--- config.mk ---
export PLATFORM = sky130hd
export DESIGN_NAME = uart_read
export DESIGN_NICKNAME = d
export VERILOG_FILES = /design/src/rtl/uart_pkg.sv /design/src/rtl/uart_rx_sync.sv /design/src/rtl/uart_read.sv
export SDC_FILE = /design/constraint.sdc
export NUM_CORES = 1
export LEC_CHECK = 0
export BUFFER_PORTS_ARGS = -buffer_cell sky130_fd_sc_hd__buf_2
export CAP_MARGIN = 20
export CORE_ASPECT_RATIO = 0.8
export CORE_MARGIN = 4
export CORE_UTILIZATION = 35
export CTS_BUF_LIST = sky130_fd_sc_hd__clkbuf_8
export DETAILED_ROUTE_END_ITERATION = 12
export GPL_ROUTABILITY_DRIVEN = 0
export SYNTH_ARGS = -nofsm -noshare
export SYNTH_HDL_FRONTEND = slang
export SYNTH_HIERARCHICAL = 1
export SYNTH_SLANG_ARGS = --single-unit
export TNS_END_PERCENT = 10
--- constraint.sdc ---
create_clock -name clock_50mhz -period 2.1 [get_ports clock_50mhz]
set_input_delay 0 -clock clock_50mhz [delete_from_list [all_inputs] [get_ports clock_50mhz]]
set_output_delay 0 -clock clock_50mhz [all_outputs]
set_load 0.02 [all_outputs]
--- src/rtl/uart_pkg.sv ---
// Shared UART constants and receiver state type, used by both the
// transmitter and the receiver on the 115200-baud link.
package uart_pkg;

    // 50 MHz / 115200 baud, rounded to an even divisor so the half-bit is exact.
    localparam int CLKS_PER_BIT_115200 = 434;
    localparam int HALF_BIT_115200     = 217;

    typedef enum logic [1:0] {
        IDLE  = 2'd0,
        START = 2'd1,
        DATA  = 2'd2,
        STOP  = 2'd3
    } rx_state_t;

endpackage

--- src/rtl/uart_rx_sync.sv ---
// Brings the asynchronous rx line into the 50 MHz domain and flags the
// falling edge that marks a possible start bit.
module uart_rx_sync (
    input  logic clock_50mhz,
    input  logic reset,
    input  logic rx_pin,
    output logic rx_s,
    output logic start_edge
);

    logic rx_m;
    logic rx_p;

    // Two-flop synchronizer plus a history flop. Everything resets to 0 so a
    // line that is already low when reset releases never looks like a 1->0 edge.
    always_ff @(posedge clock_50mhz) begin
        if (reset) begin
            rx_m <= 1'b0;
            rx_s <= 1'b0;
            rx_p <= 1'b0;
        end else begin
            rx_m <= rx_pin;
            rx_s <= rx_m;
            rx_p <= rx_s;
        end
    end

    assign start_edge = rx_p & ~rx_s;

endmodule

--- src/rtl/uart_read.sv ---
// 8N1 UART receiver, LSB first, sampled at mid-bit.
//
// Output handshake: `valid` pulses for exactly one cycle when `data` takes a
// new good byte, and `ready` rises in that same cycle. `ready` is a level that
// stays high until the consumer raises `ack`; `ack` is a level, sampled every
// cycle, and while high it clears `ready` and `overrun` on the next cycle
// (no effect if already clear). A good byte landing while `ready` is still
// high and `ack` is low sets the sticky `overrun`; if `ack` is high in that
// very cycle it consumes the old byte, so `ready` stays 1 and no overrun.
module uart_read
    import uart_pkg::*;
#(
    parameter int CLKS_PER_BIT = CLKS_PER_BIT_115200
) (
    input  logic       clock_50mhz,
    input  logic       reset,
    input  logic       rx_pin,
    input  logic       ack,
    output logic [7:0] data,
    output logic       valid,
    output logic       ready,
    output logic       frame_err,
    output logic       overrun,
    output rx_state_t  state
);

    localparam int HALF_BIT = CLKS_PER_BIT / 2;
    localparam int CNT_W    = $clog2(CLKS_PER_BIT);
    localparam logic [CNT_W-1:0] HALF_LAST = CNT_W'(HALF_BIT - 1);
    localparam logic [CNT_W-1:0] BIT_LAST  = CNT_W'(CLKS_PER_BIT - 1);

    logic             rx_s;
    logic             start_edge;

    logic [CNT_W-1:0] cnt;
    logic [2:0]       bit_idx;
    logic [7:0]       shreg;

    rx_state_t        state_nxt;
    logic [CNT_W-1:0] cnt_nxt;
    logic [2:0]       bit_idx_nxt;
    logic [7:0]       shreg_nxt;
    logic [7:0]       data_nxt;
    logic             valid_nxt;
    logic             ready_nxt;
    logic             frame_err_nxt;
    logic             overrun_nxt;

    uart_rx_sync u_sync (
        .clock_50mhz (clock_50mhz),
        .reset       (reset),
        .rx_pin      (rx_pin),
        .rx_s        (rx_s),
        .start_edge  (start_edge)
    );

    // State and output registers; reset mid-frame drops the partial byte.
    always_ff @(posedge clock_50mhz) begin
        if (reset) begin
            state     <= IDLE;
            cnt       <= '0;
            bit_idx   <= '0;
            shreg     <= '0;
            data      <= '0;
            valid     <= 1'b0;
            ready     <= 1'b0;
            frame_err <= 1'b0;
            overrun   <= 1'b0;
        end else begin
            state     <= state_nxt;
            cnt       <= cnt_nxt;
            bit_idx   <= bit_idx_nxt;
            shreg     <= shreg_nxt;
            data      <= data_nxt;
            valid     <= valid_nxt;
            ready     <= ready_nxt;
            frame_err <= frame_err_nxt;
            overrun   <= overrun_nxt;
        end
    end

    // Next-state and output logic; frame completion at mid stop bit returns
    // straight to IDLE so the next start edge can follow with no gap.
    always_comb begin
        state_nxt     = state;
        cnt_nxt       = cnt;
        bit_idx_nxt   = bit_idx;
        shreg_nxt     = shreg;
        data_nxt      = data;
        valid_nxt     = 1'b0;
        frame_err_nxt = 1'b0;
        ready_nxt     = ack ? 1'b0 : ready;
        overrun_nxt   = ack ? 1'b0 : overrun;

        case (state)
            IDLE: begin
                cnt_nxt     = '0;
                bit_idx_nxt = '0;
                if (start_edge) begin
                    state_nxt = START;
                end
            end
            START: begin
                if (cnt == HALF_LAST) begin
                    cnt_nxt   = '0;
                    state_nxt = rx_s ? IDLE : DATA;
                end else begin
                    cnt_nxt = cnt + 1'b1;
                end
            end
            DATA: begin
                if (cnt == BIT_LAST) begin
                    cnt_nxt            = '0;
                    shreg_nxt[bit_idx] = rx_s;
                    if (bit_idx == 3'd7) begin
                        bit_idx_nxt = '0;
                        state_nxt   = STOP;
                    end else begin
                        bit_idx_nxt = bit_idx + 3'd1;
                    end
                end else begin
                    cnt_nxt = cnt + 1'b1;
                end
            end
            STOP: begin
                if (cnt == BIT_LAST) begin
                    cnt_nxt   = '0;
                    state_nxt = IDLE;
                    if (rx_s) begin
                        data_nxt  = shreg;
                        valid_nxt = 1'b1;
                        ready_nxt = 1'b1;
                        if (ready && !ack) begin
                            overrun_nxt = 1'b1;
                        end
                    end else begin
                        frame_err_nxt = 1'b1;
                    end
                end else begin
                    cnt_nxt = cnt + 1'b1;
                end
            end
            default: begin
                state_nxt = IDLE;
            end
        endcase
    end

endmodule
==> results of run 1 <==
-- cell usage in the layout (no fill, tap or decap), types with 2 or more instances in the layout --
cell / n
nand3_1: 9
ha_1: 5
nor2_1: 21
dlygate4sd3_1: 2
xnor2_1: 2
nand2_1: 8
mux2i_1: 16
inv_1: 4
bufinv_16: 2
nor3_1: 4
nand4_1: 4
clkbuf_8: 5
and3_1: 3
a21oi_1: 2
or2b_1: 2
xor2_1: 5
and2b_2: 2
nor2b_1: 3
nand2b_1: 11
dfxtp_1: 37
buf_2: 17
a31oi_1: 3
and4_2: 2
o22ai_1: 3
-- flip-flops by register name, summed over array words and instances (netlist names), named ones only --
| signal | flops |
|---|---|
| ready | 1 |
| state | 1 |
| frame_err | 1 |
| overrun | 1 |
| data | 8 |
| valid | 1 |
| u_sync/rx_p | 1 |
| shreg | 8 |
| cnt | 9 |
| u_sync/rx_m | 1 |
| u_sync/rx_s | 1 |
| bit_idx | 3 |
-- area by class of cell --
| type | count | area [um^2] | share of cell area [%] |
|---|---|---|---|
| Multi-Input combinational cell | 121 | 862 | 44.5 |
| Sequential cell | 37 | 741 | 38.2 |
| Timing Repair Buffer | 20 | 113 | 5.81 |
| Tap cell | 60 | 75.1 | 3.87 |
| Clock buffer | 5 | 68.8 | 3.55 |
| Clock inverter | 3 | 65.1 | 3.35 |
| Inverter | 4 | 15.0 | 0.774 |
-- critical path, cell delays in order, from the launching register on --
cell     delay (ns)
dfxtp_1        0.57
and3_1         0.24
and4_2         0.43
mux2i_1        0.22
nor2_1         0.05
-- cells in the mapped netlist, types with 2 or more instances --
cell and number:
inv_1 4, nor3_1 4, o22ai_1 3, nand2b_1 11, or2b_1 2, mux2i_1 16, and3_1 3, clkbuf_1 4
nor2_1 21, nand2_1 8, nor2b_1 3, xnor2_1 2, and2b_2 2, nand3_1 9, a31oi_1 3, and4_2 2
a21oi_1 2, dfxtp_1 37, xor2_1 5, nand4_1 4, ha_1 5
-- report_power, final --
part / total [mW] / internal, mW / leakage [nW] / switching, mW
sequential: 0.707 / 0.704 / 0.298 / 0.00215
combinational: 0.0298 / 0.0136 / 0.378 / 0.0162
clock: 0.722 / 0.472 / 0.0681 / 0.250
total: 1.46 / 1.19 / 0.745 / 0.268
-- metal layers --
layer,wire length (um),vias to the layer above
met5,0,-
met4,37,0
met3,117,5
met2,1360,11
met1,1390,542
li1,-,622
-- worst paths after layout --
check                                    to   startpoint  depth (start not counted)  slack [ns]
worst max-delay path                data[5]     register                          4        0.47
worst min-delay path                data[0]        reset                          2        0.13
worst max register to register      data[5]     register                          4        0.47
worst min register to register  u_sync/rx_s  u_sync/rx_m                          1        0.44
-- kinds of logic (layout without fill, tap and decap cells) --
family,count (synthesis),count (layout),synth area share [%]
adder cells (fa/ha/maj),5,5,3.77
AND/OR/NAND/NOR,83,83,29.7
AO/OA/AOI/OAI,9,9,4.45
multiplexers,17,17,10.3
buffers and inverters,12,32,3.47
XOR/XNOR,7,7,3.69
flip-flops,37,37,44.6
-- timing repair --
action                    4_1_cts  5_1_grt
hold buffers                    2        0
resized for setup               0        0
hold endpoints to repair        3        0
-- through the flow --
| step | instances | setup WS [ns] | power [mW] | instance area, um^2 |
|---|---|---|---|---|
| 6_report | 250 | 0.471 | 1.46 | 1940 |
| 5_1_grt | 250 | 0.337 | 1.52 | 1940 |
| 4_1_cts | 250 | 0.441 | 1.48 | 1940 |
| 3_5_place_dp | 240 | 0.442 | 0.750 | 1790 |
| 3_3_place_gp | 240 | 0.447 | 0.750 | 1790 |
| 2_1_floorplan | 170 | 0.603 | 0.742 | 1660 |
==> flow_summary.json, run 1 <==
{
  "hold_viol_final": 0,
  "numCtsBuffers": 5,
  "cts_buffer_depth": 2,
  "startpoint_type": "register",
  "num_vias": 1180,
  "yosysUniqueCellTypes": 41,
  "synth-seq-area-share_pct": 44.6,
  "grt_antenna_before_repair": 0,
  "crit_type": "register to register",
  "detail_route.wl_per_cell_um": 11.6,
  "grt_max_degree": 31,
  "period_share_pct": 77.6,
  "cts_max_level": 2,
  "routed_wl_um": 2900,
  "ys_ff_latch": 37,
  "finalSetupViolCount": 0,
  "clock_sinks": 37,
  "fin_setup_tns_ns": 0,
  "cap_violations": 0,
  "io_pins": 18,
  "die_y_um": 69.6,
  "synth_fp_nets": 179,
  "grtUsageTotal_pct": 10.4,
  "grt_util_met1_pct": 12.4,
  "tightest_slew_ns": 0.459,
  "ctsRootBufferMaster": "clkbuf_8",
  "peakVddDrop_mv": 0.424,
  "yosysWarnings": 6,
  "ys.flop_type": "dfxtp_1",
  "final_nets": 198,
  "core_um2": 4600,
  "use_met2_pct": 16.4,
  "required_ns": 2.27,
  "async_reset_ff_share_pct": 0,
  "power_density_nw_per_um2": 752,
  "antenna_cells": 0,
  "clkTransAtPathRegs_ns": 0.08,
  "yosysTopAreaCell": "dfxtp_1",
  "worstSkewPairLatency_ns": 0.29,
  "fin_hold_ws_ns": 0.135,
  "die_area_um2": 5920,
  "yosys-top-cells-area": "dfxtp_1, mux2i_1, nor2_1",
  "initial_core_util_pct": 36.1,
  "netlist_area_um2": 1660,
  "grt-busiest-layer": "met2",
  "grt_setup_unrepaired": "no",
  "grt_pass1_wl_um": 4990,
  "dpl.hpwl_um": 1990,
  "cts_tree": "done",
  "fmax_ghz": 0.614,
  "grt_overflow_total": 0,
  "post-cts-setup-buffer-count": 0,
  "io_buffers": 17,
  "vias_per_cell": 4.72,
  "syn_avg_cell_area_um2": 9.77,
  "drc": 0,
  "grt_pass1_vias": 1109,
  "final_util_pct": 42.2,
  "num_rows": 22,
  "hold_path.class": "input pin to register",
  "setup.worst_path.end_class": "register",
  "ant_nets": 0,
  "synth_enable_flop_cells": 0,
  "status": "finished clean",
  "relSlewSlack_pct": 69.4,
  "clock_skew_ns": 0.00819,
  "met3_usage_pct": 4.63,
  "arrival_ns": 1.79,
  "post-route-min-period_ns": 1.63,
  "drtIter0Drc": 41,
  "drt_pre_antenna_iters": 3,
  "yosysTopAreaCellShare_pct": 44.6,
  "leakage_nw": 0.745,
  "die-width_um": 85.0,
  "drive_gt1_share_pct": 20.0,
  "syn_inst": 170,
  "fill_cells": 452,
  "syn_to_final_growth_pct": 16.8,
  "crit_fanout": 14,
  "slew_violations": 0
}
(Power assumes the default switching activity.)
==> inputs of run 2 (changes only) <==
==> constraint.sdc (replaced) <==
create_clock -name clock_50mhz -period 1.4 [get_ports clock_50mhz]
set_input_delay 0 -clock clock_50mhz [delete_from_list [all_inputs] [get_ports clock_50mhz]]
set_output_delay 0 -clock clock_50mhz [all_outputs]
set_load 0.02 [all_outputs]
==> run 2 against run 1 <==
  * The run now ends with negative setup slack left
  * Final cell count up 10%
  * Count of clock-buffer cells in the layout unchanged
  * Maximum frequency up 15%
  * Worst setup slack worse by 0.49 ns
  * Critical path depth up 1
  * Critical path type unchanged
  * Largest cell class unchanged
==> flow_summary.json, run 2 (synthesis gave the netlist of run 1 again) <==
{
  "syn_to_final_growth_pct": 34.1,
  "die_area_um2": 5920,
  "cts_buffer_depth": 2,
  "startpoint_type": "register",
  "leakage_nw": 0.886,
  "grt_antenna_before_repair": 0,
  "required_ns": 1.57,
  "final_nets": 224,
  "finalPower_mw": 1.82,
  "status": "finished, violations left",
  "relSlewSlack_pct": 74.3,
  "period_share_pct": 101,
  "cts_max_level": 2,
  "io_buffers": 17,
  "final-seq-area_um2": 752,
  "post-route-min-period_ns": 1.42,
  "fmax_ghz": 0.706,
  "ant_nets": 0,
  "initial_core_util_pct": 36.1,
  "clock_skew_ns": 0.00561,
  "vias_per_cell": 4.70,
  "tightest_slew_ns": 0.383,
  "io_pins": 18,
  "cts_tree": "done",
  "grtUsageTotal_pct": 12.1,
  "drtIter0Drc": 61,
  "die-width_um": 85.0,
  "drc": 0,
  "reg2reg_slack_ns": -0.02,
  "fin_ws_ns": -0.0166,
  "fin_area_um2": 2230,
  "final_cell_mix": "dfxtp_1, nor2_1, buf_4",
  "cap_violations": 0,
  "hold_viol_final": 0,
  "grt_pass1_vias": 1244,
  "dpl.hpwl_um": 2270,
  "grt_pass1_wl_um": 5760,
  "hold_path.class": "input pin to register",
  "grt_overflow_total": 0,
  "grt_max_degree": 18,
  "violations": "negative setup slack",
  "worstSkewPairLatency_ns": 0.29,
  "ctsRootBufferMaster": "clkbuf_8",
  "crit_type": "register to register",
  "top_regs": "cnt x9, data x8, shreg x8",
  "peakVddDrop_mv": 0.498,
  "largest_register_ff_count": 9,
  "antenna_cells": 0,
  "regMostFlops": "cnt",
  "multi_input_area_um2": 957,
  "numCtsBuffers": 5,
  "drive_gt1_share_pct": 37.5,
  "crit_fanout": 3,
  "setup.worst_path.end_class": "register",
  "drt_pre_antenna_iters": 4,
  "power_density_nw_per_um2": 817,
  "dp_worst_setup_slack_ns": -0.0765,
  "slew_violations": 0,
  "placed_area_um2": 1950,
  "core_um2": 4600,
  "num_rows": 22,
  "fin_hold_ws_ns": 0.0514,
  "arrival_ns": 1.58,
  "final_common_cell": "dfxtp_1",
  "grt_setup_unrepaired": "yes",
  "die_y_um": 69.6,
  "detail_route.wl_per_cell_um": 12.5,
  "num_vias": 1297,
  "fill_cells": 416,
  "final_util_pct": 48.4,
  "finalSetupViolCount": 4,
  "routed_wl_um": 3460,
  "clock_sinks": 37,
  "clkTransAtPathRegs_ns": 0.07
}
run 2: changes by cell type in the layout (fill, tap and decap cells not counted), sizes merged:
cell	change
bufinv	-2
buf	+25
a2bb2oi	+1
inv	+1
clkinv	+1
run 2: timing repair:
action	in CTS	in global routing
setup buffers	5	1
gates resized for setup	10	18
endpoints found under the hold margin	3	0
gates cloned	1	0
pin swaps	6	18
setup endpoints to repair	25	33
hold buffers	2	0
run 2: worst paths after layout:
kind | endpoint | from | cells past startpoint
hold / removal | ready | reset | 2
hold reg to reg | u_sync/rx_s | u_sync/rx_m | 1
setup reg to reg | shreg[7] | cnt[6] | 5
setup / recovery | shreg[7] | cnt[6] | 5
run 2: area by class of cell:
type / instances / share of cell area (%)
clock inverter: 3 / 0.618
sequential: 37 / 33.8
timing repair buffer: 45 / 15.3
inverter: 4 / 0.899
clock buffer: 5 / 3.09
tap: 60 / 3.37
multi-input combinational: 122 / 43.0
run 2: metal layers:
metal	track usage [%]	up-vias	wire length (um)
li1	-	679	-
met1	17.1	591	1870
met2	16.4	22	1380
met3	4.04	5	162
met4	5.80	0	53
met5	0	-	0
run 2: critical path, stage by stage, from the launching register on:
cell and delay (ns):
dfxtp_2 0.33, and4bb_2 0.32, buf_4 0.13, nand3_4 0.06, or3_4 0.34, mux2i_1 0.12
run 2: power breakdown:
group / switching, mW / leakage (nW) / internal (mW)
clock: 0.368 / 0.0491 / 0.338
combinational: 0.0282 / 0.535 / 0.0274
sequential: 0.00379 / 0.302 / 1.06
total: 0.400 / 0.886 / 1.42
run 2: metrics by stage:
stage	instances	TNS [ns]
floorplan	170	-0.0184
global placement	259	-0.528
detailed placement	259	-0.712
CTS	275	-0.376
global route	276	-1.14
finish	276	-0.0271
